File: src/rtl/pulse_train_gen.sv
// Pulse train generator: turns an accepted count into single-cycle pulses
// separated by a programmable number of idle cycles, with busy/remaining/done status.
module pulse_train_gen #(
   parameter int WIDTH = 32,
   parameter int GAP_W = 8
) (
   input  logic             clk,
   input  logic             reset,
   input  logic             io_cmd_valid,
   output logic             io_cmd_ready,
   input  logic [WIDTH-1:0] io_cmd_count,
   input  logic [GAP_W-1:0] io_cmd_gap,
   input  logic             io_abort,
   output logic             io_pulse,
   output logic             io_busy,
   output logic [WIDTH-1:0] io_remaining,
   output logic             io_done
);

   typedef enum logic [1:0] {
      IDLE  = 2'd0,
      PULSE = 2'd1,
      GAP   = 2'd2
   } state_t;

   state_t           state;
   logic [WIDTH-1:0] remaining;
   logic [GAP_W-1:0] gap_cnt;
   logic [GAP_W-1:0] gap_reload;
   logic             done;

   assign io_pulse     = (state == PULSE);
   assign io_busy      = (state != IDLE);
   assign io_cmd_ready = (state == IDLE);
   assign io_remaining = remaining;
   assign io_done      = done;

   // NOTE: sequential state uses non-blocking assignments only, so every
   // branch below sees the pre-edge values of state/remaining/gap_cnt.
   always_ff @(posedge clk) begin
      if (!reset) begin
         state      <= IDLE;
         remaining  <= '0;
         gap_cnt    <= '0;
         gap_reload <= '0;
         done       <= 1'b0;
      end else begin
         done <= 1'b0;
         case (state)
            IDLE: begin
               // io_abort is ignored here so it cannot block an accept.
               if (io_cmd_valid) begin
                  if (io_cmd_count == '0) begin
                     done <= 1'b1;
                  end else begin
                     remaining  <= io_cmd_count;
                     gap_reload <= io_cmd_gap;
                     state      <= PULSE;
                  end
               end
            end
            PULSE: begin
               if (io_abort) begin
                  state     <= IDLE;
                  remaining <= '0;
                  gap_cnt   <= '0;
               end else begin
                  remaining <= remaining - WIDTH'(1);
                  if (remaining == WIDTH'(1)) begin
                     state <= IDLE;
                     done  <= 1'b1;
                  end else if (gap_reload == '0) begin
                     state <= PULSE;
                  end else begin
                     state   <= GAP;
                     gap_cnt <= gap_reload;
                  end
               end
            end
            GAP: begin
               if (io_abort) begin
                  state     <= IDLE;
                  remaining <= '0;
                  gap_cnt   <= '0;
               end else begin
                  gap_cnt <= gap_cnt - GAP_W'(1);
                  if (gap_cnt == GAP_W'(1)) state <= PULSE;
               end
            end
            default: state <= IDLE;
         endcase
      end
   end

endmodule

File: config.mk
export PLATFORM = sky130hd
export DESIGN_NAME = pulse_train_gen
export DESIGN_NICKNAME = d
export VERILOG_FILES = /design/src/rtl/pulse_train_gen.sv
export SDC_FILE = /design/constraint.sdc
export NUM_CORES = 1
export LEC_CHECK = 0
export ABC_AREA = 1
export CAP_MARGIN = 20
export CORE_UTILIZATION = 45
export CTS_CLUSTER_DIAMETER = 120
export CTS_CLUSTER_SIZE = 12
export DETAILED_ROUTE_END_ITERATION = 8
export PLACE_DENSITY = 0.75
export SLEW_MARGIN = 0
export SYNTH_ARGS = -nofsm -noshare
export SYNTH_HDL_FRONTEND = slang
export SYNTH_SLANG_ARGS = --single-unit
File: constraint.sdc
create_clock -name clk -period 1.69 [get_ports clk]
set_input_delay 0.169 -clock clk [delete_from_list [all_inputs] [get_ports clk]]
set_output_delay 0.169 -clock clk [all_outputs]
set_load 0.1 [all_outputs]
Yosys cells after proc, flatten, opt, wreduce, memory -nomap -nowiden
Cells that the tools add are included.

storage, ports and cells
  register bits after elaboration = 51
  bits in latches = 0
  bits in writable memories = 0
  memory bits (read-only) = 0
  logic and storage cells = 51
  memories kept = 0

cells by class
  add/subtract/negate cells = 2
  $mul = 0
  div/mod/pow operators = 0
  $lt $le $gt $ge = 0
  eq/ne operators = 10
  shift operators = 0
  muxes and demuxes = 23
  bitwise gates (word level) = 1
  reductions and logical operators = 10

operators by type and width
  kind                   count
  $mux 32                4
  $pmux 32 s3            1
  $eq 32x1->1 const B    1
  $logic_not 32->1       1
  $mux 8                 4
  $sub 32x1->32 const B  1
  $pmux 8 s2             1
  $mux 2                 7
  $ne 3x3->1 const B     3
  $reduce_and 3->1       3
  $eq 8x1->1 const B     1
  $logic_not 8->1        1
  $sub 8x1->8 const B    1
  $ne 2x2->1 const B     3
  $pmux 2 s3             1
  $mux 1                 4
  $reduce_and 4->1       1
  $reduce_bool 2->1      2
  $reduce_bool 3->1      1
  $eq 2x1->1 const B     1
  $eq 2x2->1 const B     1
  $logic_not 2->1        1
  $pmux 1 s2             1
  $not 1->1              1

Longest topological paths before layout
Gate-level depths: netlist (run 1).

  word-level depth = 5
  depth in mapped cells = 12

Least setup slack after synthesis (run 1)
No wires, ideal clock.

  kind = reg-to-reg
  from = register state[0]
  to = register remaining[10] (netlist: io_remaining[10])
  arrival = 2.785 ns
  required time = 1.577 ns
  path slack = -1.208 ns
  stages on the path, launching flop included = 12
  path buffers = 3
  clock period less this slack = 2.898 ns
  cell sequence = dfxtp_1 > inv_1 > ha_1 > inv_2 > or2_1 > buf_2 > nand3_2 > buf_6 > buf_6 > nand2_1 > nand2_1 > nor2_1

on the way
  word-level cells in the longest chain between the ends = 3
  elaborated cells between the ends (all ways) = 9
  classes of those cells = eq/ne (5); mux (1); reduce/logical (3)

ends and longest elaborated chain
  element                                                           RTL line  text
  start, declared                                                   26        state_t state;
  start signal, assigned                                            42        state <= IDLE;
  start signal, assigned                                            58        state <= PULSE;
  start signal, assigned                                            64        state <= IDLE;
  $logic_not 2->1 *                                                 n/a
  via io_cmd_ready                                                  10        output logic io_cmd_ready,
  $ne 2x2->1 (no source line) or $reduce_bool 3->1 (tied branches)  n/a
  $reduce_and 4->1 (no source line)                                 n/a
  end signal, assigned                                              56        remaining <= io_cmd_count;
  end signal, assigned                                              68        remaining <= remaining - WIDTH'(1);
  end, declared                                                     27        logic [WIDTH-1:0] remaining;

The timed path passes the listed nets; every way through them passes the cells marked *.
A chain may end at the register's enable or synchronous reset.

Final worst setup path (run 1)
  from = register state[0]
  to = register gap_cnt[2]

on the way
  word-level cells in the longest chain between the ends = 3
  elaborated cells between the ends (all ways) = 7
  classes of those cells = eq/ne (4); mux (1); reduce/logical (2)

ends and longest elaborated chain
  element                                                           RTL line  text
  $eq 2x1->1 or $eq 2x2->1 (tied branches)                          49        case (state)
  $ne 3x3->1 (no source line) or $reduce_bool 2->1 (tied branches)  n/a
  $reduce_and 3->1 (no source line)                                 n/a
  end signal, assigned                                              76        gap_cnt <= gap_reload;
  end signal, assigned                                              86        gap_cnt <= gap_cnt - GAP_W'(1);
  end, declared                                                     28        logic [GAP_W-1:0] gap_cnt;

Parallel ways exist; a longest one is shown, timed or not.

==> summary.txt, run 1 <==
horizontal extent of the die: 93.5 um
First DRT Iteration DRCs: 348
start of the worst register-to-register path: state[0]
arrival time of the worst setup path: 1.92 ns
cell depth of the worst hold path: 3
final core utilization: 0.712
hold crit path type: in -> reg
vias per inst: 5.37
fin worst setup slack: 0.0269 ns
number of iterations in the first detailed-routing pass: 6
TritonCTS clock tree: done
final-stage net count: 848
count of hold buffers inserted by post-cts repair: 0
share of cells above drive strength 1: 0.247
Sink Count: 51
first-pass GRT wire length: 20400 um
Total Die Area: 0.00875 mm^2
core area: 0.00818 mm^2
total DRC errors in the routed layout: 0
end point of the worst hold path: gap_reload[6]
overall die height: 93.5 um
Overall Global Routing Usage: 0.295
placed insts: 883
total inserted antenna cells: 0
Top-Level Pins: 80
Critical Path Sink Type: flop
reg-to-reg endpoint: gap_cnt[2]
Clk Latency, worst-skew pair: 0.32 ns
hold_sp: io_cmd_gap[6]
detailed-route wire length: 13000 um
most common cell after layout, fill and taps aside: sky130_fd_sc_hd__nand2_1
clock transition at the registers of the reported paths: 0.11 ns
count of pins over their slew limit: 0
HPWL after detailed placement: 9520 um
clock root buffer: sky130_fd_sc_hd__clkbuf_8
sequential cell area fraction in the yosys report: 0.271
vias in the first global route: 4313
actual slew at the worst max-slew pin: 0.269 ns
Startpoint Class: flop
setup slack, reg-to-reg: 0.03 ns
Max transition margin: 0.819
count of H-tree levels built during CTS: 2
number of setup violations in the final report: 0
number of antenna-violating nets in the routed design: 0
synthesized area per cell: 5.59 um^2
worst-case setup slack after placement: -0.209 ns
final weighted congestion in routability-driven placement: 0.915
highest achievable clock rate: 601 MHz
Inserted Clock Buffers: 5
final critical path time including I/O delays and setup: 1.66 ns
count of yosys warnings during synthesis: 0
Port Buffers: 79
worst-case clock buffer depth: 2
final-report hold violation count: 0
Cell Rows: 33
residual overflow from global routing: 0
number of enable flip-flop cells after synthesis: 0
maximum number of pins on one net before global-route repair: 29
Cells after Synth: 674
effective utilization at floorplan: 0.461
Max FO, Critical Path: 4
net count of the mapped netlist: 726
commonest non-fill, non-tap cells in the layout: 195 x sky130_fd_sc_hd__nand2_1, 153 x sky130_fd_sc_hd__nor2_1, 63 x sky130_fd_sc_hd__inv_1
fraction of registers with async set or reset after synthesis: 0
synthesis-to-layout area growth: 54.3%
data required time at the worst endpoint: 1.95 ns
period utilization: 0.984
result of the run: finished clean
vias after detailed routing: 4847
combined area of all synthesized cells: 0.00377 mm^2
post-route non-filler standard cell count: 902
Fin Clk Skew: 0.0144 ns
flip-flop and latch count after synthesis: 51
predominant post-synthesis flop cell: sky130_fd_sc_hd__dfxtp_1
number of antenna violations at the first check in global routing: 0
count of unique library cells instantiated by Yosys: 30
worst setup path class: reg -> reg
maxcap violations: 0
average wire per cell in the routed design: 14.4 um
length in cells of the worst reg-to-reg path: 11
how the worst max path moves through the flow:
stage,from,end,slack (ns),cells after the start
after floorplan,state[0],io_remaining[10],-0.20,11
after CTS,io_remaining[10],gap_cnt[5],0.003,10
after global placement,io_cmd_count[17],io_remaining[30],-0.15,12
after detailed placement,io_cmd_count[27],state[1],-0.21,12
final,state[0],gap_cnt[2],0.03,11
after global routing,state[0],gap_cnt[2],-0.03,11
metal layers:
| layer | track usage | up-vias | share of wire |
|---|---|---|---|
| met5 | 0 | - | 0 |
| met1 | 0.376 | 2243 | 0.42 |
| met4 | 0.0936 | 0 | 0.023 |
| li1 | - | 2358 | - |
| met3 | 0.0390 | 31 | 0.064 |
| met2 | 0.512 | 215 | 0.50 |
area by class of cell:
class / count / area (um^2)
Tap cell: 105 / 131
Clock buffer: 6 / 93.8
Multi-Input combinational cell: 532 / 2600
Inverter: 71 / 294
Sequential cell: 51 / 1080
Fill cell: 664 / 2360
Clock inverter: 2 / 17.5
Timing Repair Buffer: 135 / 1600
cells by family (layout without fill, tap and decap cells):
logic type,Yosys count,count (layout),share of synthesized area
AND/OR/NAND/NOR,440,440,0.478
XOR/XNOR,2,2,0.00465
buffers and inverters,91,214,0.103
flip-flops,51,51,0.271
AO/OA/AOI/OAI,82,82,0.117
adder cells (fa/ha/maj),8,8,0.0266
what timing repair did:
action	in CTS	in global routing
setup buffers	2	8
endpoints found under the setup margin	15	39
gates resized for setup	13	56
pin swaps	3	14
gates cloned	0	1
worst max-delay path, stage by stage, from the launching register on:
cell	delay [ns]
sky130_fd_sc_hd__dfxtp_4	0.38
sky130_fd_sc_hd__inv_4	0.08
sky130_fd_sc_hd__ha_4	0.14
sky130_fd_sc_hd__inv_2	0.06
sky130_fd_sc_hd__nor2_4	0.14
sky130_fd_sc_hd__buf_6	0.13
sky130_fd_sc_hd__inv_1	0.08
sky130_fd_sc_hd__a21oi_1	0.11
sky130_fd_sc_hd__o21ai_0	0.09
sky130_fd_sc_hd__o31ai_1	0.07
sky130_fd_sc_hd__nand3_1	0.13
sky130_fd_sc_hd__a21oi_1	0.17
metrics by stage:
stage / instance area [um^2] / TNS (ns) / hold WS, ns
2_1_floorplan: 3880 / -4.93 / 0.329
3_3_place_gp: 5360 / -4.19 / 0.460
3_5_place_dp: 5360 / -6.26 / 0.466
4_1_cts: 5540 / 0 / 0.460
5_1_grt: 5820 / -0.0917 / 0.485
6_report: 5820 / 0 / 0.464
state kept, by name, indices dropped and copies added (netlist names):
register      cells
io_remaining     32
gap_cnt           8
gap_reload        8
state             2
io_done           1
cell usage after synthesis (2+ instances only):
| library cell | number | share of area |
|---|---|---|
| sky130_fd_sc_hd__o21ai_0 | 43 | 0.057 |
| sky130_fd_sc_hd__nand2_1 | 201 | 0.20 |
| sky130_fd_sc_hd__ha_1 | 8 | 0.027 |
| sky130_fd_sc_hd__dfxtp_1 | 51 | 0.27 |
| sky130_fd_sc_hd__o31ai_1 | 3 | 0.0060 |
| sky130_fd_sc_hd__inv_2 | 2 | 0.0020 |
| sky130_fd_sc_hd__inv_1 | 68 | 0.068 |
| sky130_fd_sc_hd__nor3_1 | 7 | 0.0093 |
| sky130_fd_sc_hd__nor2_1 | 168 | 0.17 |
| sky130_fd_sc_hd__buf_6 | 5 | 0.015 |
| sky130_fd_sc_hd__nand3_1 | 26 | 0.035 |
| sky130_fd_sc_hd__buf_2 | 5 | 0.0066 |
| sky130_fd_sc_hd__nand2_2 | 7 | 0.012 |
| sky130_fd_sc_hd__nor2_2 | 9 | 0.015 |
| sky130_fd_sc_hd__nor2_4 | 2 | 0.0060 |
| sky130_fd_sc_hd__a21oi_1 | 32 | 0.042 |
| sky130_fd_sc_hd__buf_1 | 2 | 0.0020 |
| sky130_fd_sc_hd__nand4_1 | 17 | 0.028 |
| sky130_fd_sc_hd__clkbuf_1 | 7 | 0.0070 |
Power of run 1 is not shown: default switching activity piles up to over one toggle a cycle in this logic, so the estimate is an artifact.
==> run 2: changes to the inputs <==
- ABC_AREA: 1 -> not set
- HOLD_SLACK_MARGIN: not set -> 0.02
- PLACE_DENSITY: 0.75 -> 0.77
==> run 2 against run 1 <==
Effect of this change:
- the flow now stops in global routing
- area after synthesis decreased by 14%
- synthesized cell count down 36%
==> summary.txt, run 2 <==
Cell Rows: 30 (was 33)
Port Buffers: 79 (unchanged)
flip-flop and latch count after synthesis: 51 (unchanged)
top cells by instance count after synthesis: 51 x sky130_fd_sc_hd__dfxtp_1, 49 x sky130_fd_sc_hd__nor2_1, 44 x sky130_fd_sc_hd__a21oi_1, 39 x sky130_fd_sc_hd__o21ai_0, 38 x sky130_fd_sc_hd__nand2_1 (was 201 x sky130_fd_sc_hd__nand2_1, 168 x sky130_fd_sc_hd__nor2_1, 68 x sky130_fd_sc_hd__inv_1, 51 x sky130_fd_sc_hd__dfxtp_1, 43 x sky130_fd_sc_hd__o21ai_0)
Top-Level Pins: 80 (unchanged)
Sink Count: 51 (unchanged)
top cell type by total area after synthesis: sky130_fd_sc_hd__dfxtp_1 (unchanged)
post-synthesis simple-gate area fraction: 0.280 (was 0.478)
end pin of the worst setup path after global-route repair: io_remaining[25]$_SDFFE_PN0P_/D
worst endpoint kind after the last repair: register data pin
net count of the mapped netlist: 484 (was 726)
worst-case clock buffer depth: 2 (unchanged)
Post-Synth Adder-Cell Area: 0.0308 (was 0.0266)
Placed Instance Area: 0.00572 mm^2 (was 0.00536 mm^2)
fraction of registers with async set or reset after synthesis: 0 (unchanged)
count of unique library cells instantiated by Yosys: 60 (was 30)
Inserted Clock Buffers: 5 (unchanged)
maximum number of pins on one net before global-route repair: 20
clock root buffer: sky130_fd_sc_hd__clkbuf_8 (unchanged)
most frequently used cell type in the post-synthesis netlist: sky130_fd_sc_hd__dfxtp_1 (was sky130_fd_sc_hd__nand2_1)
worst-case setup slack after placement: -0.737 ns (was -0.209 ns)
main area contributors after synthesis: sky130_fd_sc_hd__dfxtp_1 31%, sky130_fd_sc_hd__a21oi_1 6.8%, sky130_fd_sc_hd__o21ai_0 6.0% (was sky130_fd_sc_hd__dfxtp_1 27%, sky130_fd_sc_hd__nand2_1 20%, sky130_fd_sc_hd__nor2_1 17%)
multiplexer area fraction after synthesis: 0.00615 (was 0)
count of yosys warnings during synthesis: 0 (unchanged)
Halt Reason: [ERROR DPL-0038] Utilization greater than 100%, impossible to legalize
number of enable flip-flop cells after synthesis: 0 (unchanged)
predominant post-synthesis flop cell: sky130_fd_sc_hd__dfxtp_1 (unchanged)
synthesized area per cell: 7.53 um^2 (was 5.59 um^2)
HPWL after detailed placement: 10200 um (was 9520 um)
sequential cell area fraction in the yosys report: 0.314 (was 0.271)
result of the run: did not finish (was finished clean)
horizontal extent of the die: 87.0 um (was 93.5 um)
Cells after Synth: 432 (was 674)
Synth Area in Compound Gates: 0.288 (was 0.117)
effective utilization at floorplan: 0.471 (was 0.461)
Yosys top cell area share: 0.314 (was 0.271)
overall die height: 87.0 um (was 93.5 um)
main combinational cell family by area after synthesis: compound AO/OA/AOI/OAI gates (was simple AND/OR/NAND/NOR gates)
count of hold buffers inserted by post-cts repair: 0 (unchanged)
count of H-tree levels built during CTS: 2 (unchanged)
stage where the flow stopped: global routing
combined area of all synthesized cells: 0.00325 mm^2 (was 0.00377 mm^2)
final weighted congestion in routability-driven placement: 1.00 (was 0.915)
xor and xnor fraction of the mapped netlist area: 0.0269 (was 0.00465)
==> run 2: cell types whose count changed after synthesis, moves of 12 or more <==
cell / delta
sky130_fd_sc_hd__nand3_1: -19
sky130_fd_sc_hd__inv_1: -54
sky130_fd_sc_hd__a21oi_1: +12
sky130_fd_sc_hd__nand2_1: -163
sky130_fd_sc_hd__nor4_1: +16
sky130_fd_sc_hd__clkbuf_1: +19
sky130_fd_sc_hd__nor2_1: -119
==> run 2: metrics by stage <==
| stage | std cells | hold slack, ns | utilization |
|---|---|---|---|
| 3_3_place_gp | 723 | 0.481 | 0.828 |
| 2_1_floorplan | 432 | 0.305 | - |
| 4_1_cts | 762 | 0.355 | 0.958 |
| 3_5_place_dp | 723 | 0.497 | 0.828 |
==> run 2: what timing repair did <==
action | in CTS
cloned | 9
resized for setup | 122
pin swaps | 53
buffers inserted | 24
endpoints found under the setup margin | 51
==> run 2: logic make-up after synthesis <==
logic type	after synthesis
AOI/OAI and AO/OA	147
DFF	51
adders and majority gates	8
xor gates and xnor gates	10
muxes	2
and+or+nand+nor	170
buffers and inverters	44
==> run 3: changes to the inputs <==
- CORE_UTILIZATION: 45 -> 30
- CTS_CLUSTER_DIAMETER: 120 -> not set
- CTS_CLUSTER_SIZE: 12 -> not set
- HOLD_SLACK_MARGIN: 0.02 -> not set
- PLACE_DENSITY: 0.77 -> not set
- PLACE_DENSITY_LB_ADDON: not set -> 0.15
- clock period: 1.69 -> 2.2 ns (I/O delays scaled with it)
==> run 3 against run 2 <==
Effect of this change:
- area after synthesis stayed put
- the run now ends clean
- synthesized cell count unchanged
==> summary.txt, run 3 <==
post-route non-filler standard cell count: 697
Total Die Area: 0.0113 mm^2
maximum number of pins on one net before global-route repair: 41
vias per inst: 5.51
Fin Clk Skew: 0.00826 ns
Slowest-stage cell, CP: sky130_fd_sc_hd__or4_4
count of unique library cells instantiated by Yosys: 60 (unchanged)
effective utilization at floorplan: 0.312 (was 0.471)
count of yosys warnings during synthesis: 0 (unchanged)
overall die height: 106 um (was 87.0 um)
synthesis-to-layout area growth: 50.7%
Critical Path Sink Type: flop
critical path's largest stage delay: 0.59 ns
final core utilization: 0.471
combined area of all synthesized cells: 0.00325 mm^2 (unchanged)
fraction of registers with async set or reset after synthesis: 0 (unchanged)
flip-flop count of the largest register, all copies and words added: 32
fin worst setup slack: 0.00380 ns
Top-Level Pins: 80 (unchanged)
number of iterations in the first detailed-routing pass: 4
setup slack, reg-to-reg: 0.004 ns
data required time at the worst endpoint: 2.40 ns
most common cell after layout, fill and taps aside: sky130_fd_sc_hd__buf_4
net count of the mapped netlist: 484 (unchanged)
final weighted congestion in routability-driven placement: 0.859 (was 1.00)
count of H-tree levels built during CTS: 2 (unchanged)
total DRC errors in the routed layout: 0
average wire per cell in the routed design: 18.1 um
Inserted Clock Buffers: 5 (unchanged)
TritonCTS clock tree: done
arrival time of the worst setup path: 2.39 ns
total inserted antenna cells: 0
hold_sp: io_cmd_gap[4]
number of setup violations in the final report: 0
dominant cell type by count on the critical path: sky130_fd_sc_hd__or4_4
worst setup path class: reg -> reg
Cells after Synth: 432 (unchanged)
residual overflow from global routing: 0
top cell type by total area after synthesis: sky130_fd_sc_hd__dfxtp_1 (unchanged)
leakage power of the design: 2.00 nW
synthesized area per cell: 7.53 um^2 (unchanged)
start of the worst register-to-register path: io_remaining[5]
Clk Latency, worst-skew pair: 0.31 ns
predominant post-synthesis flop cell: sky130_fd_sc_hd__dfxtp_1 (unchanged)
number of enable flip-flop cells after synthesis: 0 (unchanged)
final-report hold violation count: 0
Max transition margin: 0.708
HPWL after detailed placement: 9140 um (was 10200 um)
highest achievable clock rate: 455 MHz
Startpoint Class: flop
result of the run: finished clean (was did not finish)
cells along the critical path: or4_4 > or4_4 > nor2_4 > xor2_1 > a221oi_2 > nor2_1
Port Buffers: 79 (unchanged)
Overall Global Routing Usage: 0.221
period utilization: 0.998
top cells by instance count after synthesis: 51 x sky130_fd_sc_hd__dfxtp_1, 49 x sky130_fd_sc_hd__nor2_1, 44 x sky130_fd_sc_hd__a21oi_1, 39 x sky130_fd_sc_hd__o21ai_0, 38 x sky130_fd_sc_hd__nand2_1 (unchanged)
commonest non-fill, non-tap cells in the layout: 101 x sky130_fd_sc_hd__buf_4, 45 x sky130_fd_sc_hd__nor2_1, 44 x sky130_fd_sc_hd__a21oi_1
maxcap violations: 0
flip-flop and latch count after synthesis: 51 (unchanged)
cell depth of the worst hold path: 3
most frequently used cell type in the post-synthesis netlist: sky130_fd_sc_hd__dfxtp_1 (unchanged)
share of cells above drive strength 1: 0.312
peak supply drop: 0.560 mV
main area contributors after synthesis: sky130_fd_sc_hd__dfxtp_1 31%, sky130_fd_sc_hd__a21oi_1 6.8%, sky130_fd_sc_hd__o21ai_0 6.0% (unchanged)
sequential cell area fraction in the yosys report: 0.314 (unchanged)
count of pins over their slew limit: 0
horizontal extent of the die: 106 um (was 87.0 um)
First DRT Iteration DRCs: 189
final critical path time including I/O delays and setup: 2.20 ns
core area: 0.0104 mm^2
length in cells of the worst reg-to-reg path: 6
number of antenna violations at the first check in global routing: 0
Sink Count: 51 (unchanged)
reg-to-reg endpoint: io_remaining[26]
number of antenna-violating nets in the routed design: 0
power density over the cells: 1080 mW/mm^2
Cell Rows: 37 (was 30)
final-stage net count: 612
actual slew at the worst max-slew pin: 0.437 ns
first-pass GRT wire length: 19700 um
summed negative setup slack over all endpoints: 0 ns
hold crit path type: in -> reg
total power after layout: 5.31 mW
clock root buffer: sky130_fd_sc_hd__clkbuf_8 (unchanged)
end point of the worst hold path: gap_reload[4]
Yosys top cell area share: 0.314 (unchanged)
detailed-route wire length: 12600 um
Max FO, Critical Path: 4
worst-case setup slack after placement: -0.384 ns (was -0.737 ns)
setup repair after global routing missed its margin: yes
vias in the first global route: 3635
vias after detailed routing: 3842
placed insts: 682 (was 723)
clock transition at the registers of the reported paths: 0.10 ns
worst-case clock buffer depth: 2 (unchanged)
==> run 3: cell counts after synthesis <==
No cell type changed its count.
==> run 3: layout make-up <==
type                       count  area, um^2
clock buffer                   7        76.3
clock inverter                 1        5.00
fill                        1061        5510
inverter                      14        57.6
multi-input combinational    338        2220
sequential                    51        1080
tap                          136         170
timing repair buffer         150        1300
==> run 3: logic make-up after synthesis <==
logic type	count (synthesis)	synth area share
adder cells (fa/ha/maj)	8	0.0308
AO/OA/AOI/OAI	147	0.288
multiplexers	2	0.00615
flip-flops	51	0.314
buffers and inverters	44	0.0542
AND/OR/NAND/NOR	170	0.280
XOR/XNOR	10	0.0269
==> run 3: per-layer routing <==
layer	track usage	part of all wire
met1	0.312	0.48
met2	0.355	0.46
met3	0.0251	0.053
met4	0.0546	0.0079
met5	0	0
==> run 3: repair_timing <==
item | 4_1_cts | 5_1_grt
hold buffers | 0 | 0
setup buffers | 0 | 5
setup endpoints to repair | 23 | 37
pin swaps | 1 | 14
gates cloned | 1 | 1
gates resized for setup | 2 | 20
==> run 3: report_power, final <==
part | total [mW] | switching [mW] | internal, mW
Combinational | 3.41 | 2.23 | 1.19
Clock | 0.555 | 0.330 | 0.225
Sequential | 1.35 | 0.230 | 1.12
Total | 5.31 | 2.79 | 2.53
==> run 3: through the flow <==
stage	hold slack, ns	instance area [um^2]
5_1_grt	0.460	4900
4_1_cts	0.443	4730
2_1_floorplan	0.356	3380
3_3_place_gp	0.480	4630
6_report	0.451	4900
3_5_place_dp	0.482	4630
==> run 3: worst max-delay path by stage <==
| stage | startpoint | endpoint | slack, ns | cells past startpoint |
|---|---|---|---|---|
| final | io_remaining[5] | io_remaining[26] | 0.004 | 6 |
| after global routing | io_remaining[0] | io_remaining[18] | -0.09 | 9 |
| after CTS | io_remaining[0] | io_remaining[26] | 0.01 | 8 |
| after detailed placement | io_cmd_count[20] | io_remaining[20] | -0.38 | 9 |
| after global placement | io_cmd_count[20] | io_remaining[21] | -0.38 | 9 |
| after floorplan | io_remaining[12] | gap_cnt[0] | -0.06 | 6 |
==> run 3: critical path: cells and delay by family (launching register included) <==
family,cells,cell delay (ns)
xor+xnor,1,0.08
compound gates,1,0.28
flops,1,0.36
simple gates,4,1.36
(Power assumes the default switching activity.)
==> run 4: changes to the inputs <==
- clock period: 2.2 -> 2.08 ns (I/O delays scaled with it)
==> run 4 against run 3 <==
Effect of this change:
- the flow now finishes with violations (setup timing)
- non-clock buffer count grew 27
- design area grew 8.6%
- routed wire length grew 1.4%
- die area is the same
- via count grew 3.2%
- critical path depth grew 4
- register-to-register slack lost 0.03 ns
- sequential share of layout area shrank 1.4 points
- first-iteration DRC count grew 26%
- critical path type unchanged
- critical endpoint is now io_remaining[20]
- highest routed layer unchanged
==> summary.txt, run 4 (synthesized netlist as in run 3, its figures left out) <==
data required time at the worst endpoint: 2.26 ns (was 2.40 ns)
number of antenna violations at the first check in global routing: 0 (unchanged)
Overall Global Routing Usage: 0.219 (was 0.221)
summed negative setup slack over all endpoints: -0.0472 ns (was 0 ns)
vias after detailed routing: 3965 (was 3842)
core area: 0.0104 mm^2 (unchanged)
maxcap violations: 0 (unchanged)
Critical Path Sink Type: flop (unchanged)
overall die height: 106 um (unchanged)
Critical Path Source: io_remaining[0] (was io_remaining[5])
length in cells of the worst reg-to-reg path: 10 (was 6)
sequential cell fraction of total power: 0.238 (was 0.254)
vias per inst: 5.48 (was 5.51)
count of pins over their slew limit: 0 (unchanged)
peak supply drop: 0.600 mV (was 0.560 mV)
portion of total power attributed to combinational logic: 0.660 (was 0.642)
number of setup violations in the final report: 3 (was 0)
top sig layer: met4 (unchanged)
start of the worst register-to-register path: io_remaining[0] (was io_remaining[5])
flip-flop count of the largest register, all copies and words added: 32 (unchanged)
P_sw: 3.08 mW (was 2.79 mW)
Startpoint Class: flop (unchanged)
fin worst setup slack: -0.0220 ns (was 0.00380 ns)
final weighted congestion in routability-driven placement: 0.880 (was 0.859)
Total Die Area: 0.0113 mm^2 (unchanged)
actual slew at the worst max-slew pin: 0.543 ns (was 0.437 ns)
Worst Setup EP: io_remaining[20] (was io_remaining[26])
Slowest-stage cell, CP: sky130_fd_sc_hd__dfxtp_4 (was sky130_fd_sc_hd__or4_4)
Fin Clk Skew: 0.00441 ns (was 0.00826 ns)
final-stage net count: 638 (was 612)
clock root buffer: sky130_fd_sc_hd__clkbuf_8 (unchanged)
leakage power of the design: 2.17 nW (was 2.00 nW)
residual overflow from global routing: 0 (unchanged)
number of iterations in the first detailed-routing pass: 4 (unchanged)
violated checks: setup timing
worst setup path class: reg -> reg (unchanged)
Max transition margin: 0.634 (was 0.708)
total DRC errors in the routed layout: 0 (unchanged)
total power after layout: 5.97 mW (was 5.31 mW)
number of antenna-violating nets in the routed design: 0 (unchanged)
period utilization: 1.01 (was 0.998)
Sink Count: 51 (unchanged)
effective utilization at floorplan: 0.312 (unchanged)
net switching share of the total power: 0.515 (was 0.524)
power density over the cells: 1120 mW/mm^2 (was 1080 mW/mm^2)
detailed-route wire length: 12800 um (was 12600 um)
Port Buffers: 79 (unchanged)
count of H-tree levels built during CTS: 2 (unchanged)
Clk Latency, worst-skew pair: 0.31 ns (about the same)
First DRT Iteration DRCs: 238 (was 189)
total inserted antenna cells: 0 (unchanged)
critical path's largest stage delay: 0.38 ns (was 0.59 ns)
horizontal extent of the die: 106 um (unchanged)
hold crit path type: in -> reg (unchanged)
setup slack, reg-to-reg: -0.02 ns (was 0.004 ns)
Clock Power Share: 0.102 (was 0.104)
result of the run: finished with violations (was finished clean)
worst-case clock buffer depth: 2 (unchanged)
reg-to-reg endpoint: io_remaining[20] (was io_remaining[26])
setup repair after global routing missed its margin: yes (unchanged)
met3 wire length: 825 um (was 664 um)
worst-case setup slack after placement: -0.312 ns (was -0.384 ns)
arrival time of the worst setup path: 2.28 ns (was 2.39 ns)
commonest non-fill, non-tap cells in the layout: 118 x sky130_fd_sc_hd__buf_4, 45 x sky130_fd_sc_hd__nor2_1, 44 x sky130_fd_sc_hd__a21oi_1 (was 101 x sky130_fd_sc_hd__buf_4, 45 x sky130_fd_sc_hd__nor2_1, 44 x sky130_fd_sc_hd__a21oi_1)
maximum number of pins on one net before global-route repair: 29 (was 41)
internal power: 2.90 mW (was 2.53 mW)
TritonCTS clock tree: done (unchanged)
final-report hold violation count: 0 (unchanged)
final critical path time including I/O delays and setup: 2.10 ns (was 2.20 ns)
vias in the first global route: 3732 (was 3635)
average wire per cell in the routed design: 17.6 um (was 18.1 um)
Max FO, Critical Path: 4 (unchanged)
share of cells above drive strength 1: 0.387 (was 0.312)
met2 WL: 6240 um (was 5820 um)
highest achievable clock rate: 476 MHz (was 455 MHz)
synthesis-to-layout area growth: 63.7% (was 50.7%)
Inserted Clock Buffers: 5 (unchanged)
cells along the critical path: inv_4 > ha_4 > or3b_4 > buf_6 > nor4_4 > buf_4 > nand3_2 > xnor2_1 > a221oi_1 > a211oi_1 (was or4_4 > or4_4 > nor2_4 > xor2_1 > a221oi_2 > nor2_1)
Top-Level Pins: 80 (unchanged)
met1 WL: 5420 um (was 6010 um)
Fin Hold WS: 0.433 ns (was 0.451 ns)
HPWL after detailed placement: 9220 um (was 9140 um)
most common cell after layout, fill and taps aside: sky130_fd_sc_hd__buf_4 (unchanged)
clock transition at the registers of the reported paths: 0.10 ns (about the same)
Cell Rows: 37 (unchanged)
first-pass GRT wire length: 19400 um (was 19700 um)
## run 4: changes by cell type in the layout (fill, tap and decap cells not counted), sizes merged
cell / previous run / this run
o31a: 2 / 1
clkinv: 1 / 2
dlymetal6s2s: 0 / 1
clkdlybuf4s50: 43 / 42
buf: 106 / 132
clkbuf: 8 / 7
clkinvlp: 0 / 1
## run 4: area by class of cell
class	instances	area (um^2)
Multi-Input combinational cell	337	2360
Inverter	14	55.1
Clock buffer	5	68.8
Tap cell	136	170
Fill cell	1041	5090
Timing Repair Buffer	177	1560
Clock inverter	3	25.0
Sequential cell	51	1090
## run 4: critical path, delay by kind of cell, from the launching register on
| kind | cells | cell delay, ns |
|---|---|---|
| AOI/OAI and AO/OA | 2 | 0.37 |
| xor gates and xnor gates | 1 | 0.13 |
| adders and majority gates | 1 | 0.13 |
| buffers and inverters | 3 | 0.36 |
| DFF | 1 | 0.38 |
| and+or+nand+nor | 3 | 0.60 |
## run 4: worst min-delay path by stage
stage	start	to	cells past startpoint
3_3_place_gp	gap_reload[3]	gap_reload[3]	2
4_1_cts	io_cmd_gap[3]	gap_reload[3]	3
6_report	io_cmd_gap[3]	gap_reload[3]	3
3_5_place_dp	io_remaining[30]	io_remaining[30]	2
2_1_floorplan	io_cmd_gap[0]	gap_reload[0]	2
5_1_grt	io_cmd_gap[1]	gap_reload[1]	3
## run 4: what timing repair did
item	CTS	global route
resized for setup	9	46
setup buffers	3	6
hold buffers	0	0
cloned	0	3
pin swaps	6	20
setup endpoints to repair	19	50
## run 4: routing by layer
metal  GRT usage  vias to the layer above
met5           0                        -
met4      0.0645                        0
met3      0.0337                       18
met2       0.374                      134
met1       0.282                     1892
li1            -                     1921
## run 4: per-stage QoR
step | util | cell area (um^2) | instances
5_1_grt | 0.511 | 5330 | 723
2_1_floorplan | - | 3430 | 432
3_3_place_gp | 0.469 | 4880 | 704
4_1_cts | 0.484 | 5040 | 715
6_report | 0.511 | 5330 | 723
3_5_place_dp | 0.469 | 4880 | 704
## run 4: power by group through the flow
stage,combinational [mW],clock [mW],sequential (mW)
3_5_place_dp,3.56,0,1.42
5_1_grt,4.17,0.664,1.45
6_report,3.94,0.610,1.42
3_3_place_gp,3.54,0,1.42
4_1_cts,3.66,0.639,1.41
2_1_floorplan,1.47,0,2.32
==> patch: new RTL, flow settings as in run 3 <==
Encoding of `state_t`: now one-hot (3 bits for 3 states).
--- a/src/rtl/pulse_train_gen.sv
+++ b/src/rtl/pulse_train_gen.sv
@@ -19,6 +19,6 @@
 
-   typedef enum logic [1:0] {
-      IDLE  = 2'd0,
-      PULSE = 2'd1,
-      GAP   = 2'd2
+   typedef enum logic [2:0] {
+      IDLE  = 3'b001,
+      PULSE = 3'b010,
+      GAP   = 3'b100
    } state_t;
Check against the original RTL: same outputs for any inputs over 10 cycles, from zero or initial values and one cycle with reset low; not proved beyond that.
==> patch against run 3 <==
- the flow now finishes with violations (negative setup slack)
- power down 2.5%
- clock skew up 4.4 ps
- sequential cell count up 1
- design area up 2.9%
- sequential share of layout area down 0.26 points
- sequential power about the same
- largest power group unchanged
- global-route usage down 0.75 points
- first-iteration DRC count down 2.6%
- synthesized area up 0.27%
- count of clock-buffer cells in the layout down 2
- setup slack worse by 71 ps
- routed wire length down 4.5%
- non-clock buffer count up 10
==> patch: results (changes against run 3) <==
metric,value,unit,change
vias in the first global route,3695,,was 3635
failing checks,negative setup slack,,
hold path cells,2,,was 3
nets,614,,was 612
CP peak stage delay,500,ps,was 590 ps
run status,finished with violations,,was finished clean
CP arrival,2480,ps,was 2390 ps
post-synthesis cell type count,57,,was 60
reg-to-reg endpoint,io_remaining[22],,was io_remaining[26]
count of final setup violators,2,,was 0
synth cell count leaders,"dfxtp_1 (52), nand2_1 (50), nor2_1 (47)",,"was dfxtp_1 (51), nor2_1 (49), a21oi_1 (44)"
Synth Area in Compound Gates,25.47,%,was 28.81%
post-synthesis adder-cell area fraction,1.534,%,was 3.077%
dpl ws,-287.7,ps,was -383.9 ps
global-route wire length before repair,19030,um,was 19730 um
top post-synthesis cells by area,"dfxtp_1 (32%), nand2_1 (5.8%), nor2_1 (5.4%), a21oi_1 (4.8%), o21ai_0 (4.8%)",,"was dfxtp_1 (31%), a21oi_1 (6.8%), o21ai_0 (6.0%), nor2_1 (5.7%), nand2_1 (4.4%)"
Worst R2R Path Depth,8,,was 6
Layout Cells excl Fill,703,,was 697
worst rel slew slack,65.54,%,was 70.78%
Pleak,2.028,nW,was 1.998 nW
largest net degree at the start of global routing,28,,was 41
Syn Inst Count,428,,was 432
Setup TNS,-80.82,ps,was 0 ps
final worst slack,-67.35,ps,was 3.803 ps
post-DP HPWL,8984,um,was 9145 um
drt via density,5.457,,was 5.512
worst-path maximum fanout,3,,was 4
VDD IR max,0.6484,mV,was 0.5597 mV
hold_sp,gap_cnt[7],,was io_cmd_gap[4]
[patch: changes by cell type in the layout (fill, tap and decap cells not counted), moves of 10 or more]
cell / change
a21oi_1: -15
mux2i_1: +10
o21ai_0: -19
nor2b_1: -11
o21ai_1: +10
nand2_1: +12
buf_4: +11
[patch: worst max-delay path by stage]
stage | from | to | slack, ps
6_report | io_remaining[1] | io_remaining[22] | -70
5_1_grt | io_remaining[1] | io_remaining[22] | -150
4_1_cts | io_remaining[1] | io_remaining[22] | -80
3_5_place_dp | io_cmd_count[4] | io_remaining[27] | -290
3_3_place_gp | io_cmd_count[24] | io_remaining[27] | -180
2_1_floorplan | state[1] | gap_reload[0] | -1170
[patch: cell families after synthesis]
logic type,after synthesis
XOR/XNOR,14
buffers and inverters,41
flip-flops,52
adder cells (fa/ha/maj),4
AO/OA/AOI/OAI,124
AND/OR/NAND/NOR,181
multiplexers,12
[patch: final cells by class]
type,instances,area (um^2)
fillers,1048,5374
multi-input cells,335,2270
repair buffers,160,1363
flip-flops and latches,52,1094
well taps,136,170.2
clock buffers,5,68.82
inverters,12,53.80
clock inverters,3,23.77
[patch: power by group]
group,leakage [nW],internal (mW),switching [mW]
sequential,0.439,1.13,0.225
combinational,1.54,1.12,2.10
clock,0.0509,0.235,0.369
[patch: per-layer routing]
layer  global-route usage [%]  vias to the layer above  wire [um]
met2                    34.23                      148       5540
li1                         -                     1856          -
met1                    28.51                     1811       5397
met5                        0                        -          0
met4                    9.028                        0        303
met3                    2.882                       21        783
[patch: worst register-to-register path: cells and delay by family (launching register included)]
family	cells	cell delay, ps
compound gates	3	460
fa+ha+maj	1	130
buf+inv	1	60
flops	1	380
simple gates	3	1120
[patch: timing repair]
item,CTS,global route
setup endpoints to repair,8,37
endpoints found under the hold margin,0,0
pin swaps,1,8
resized for setup,5,27
buffers inserted,3,3
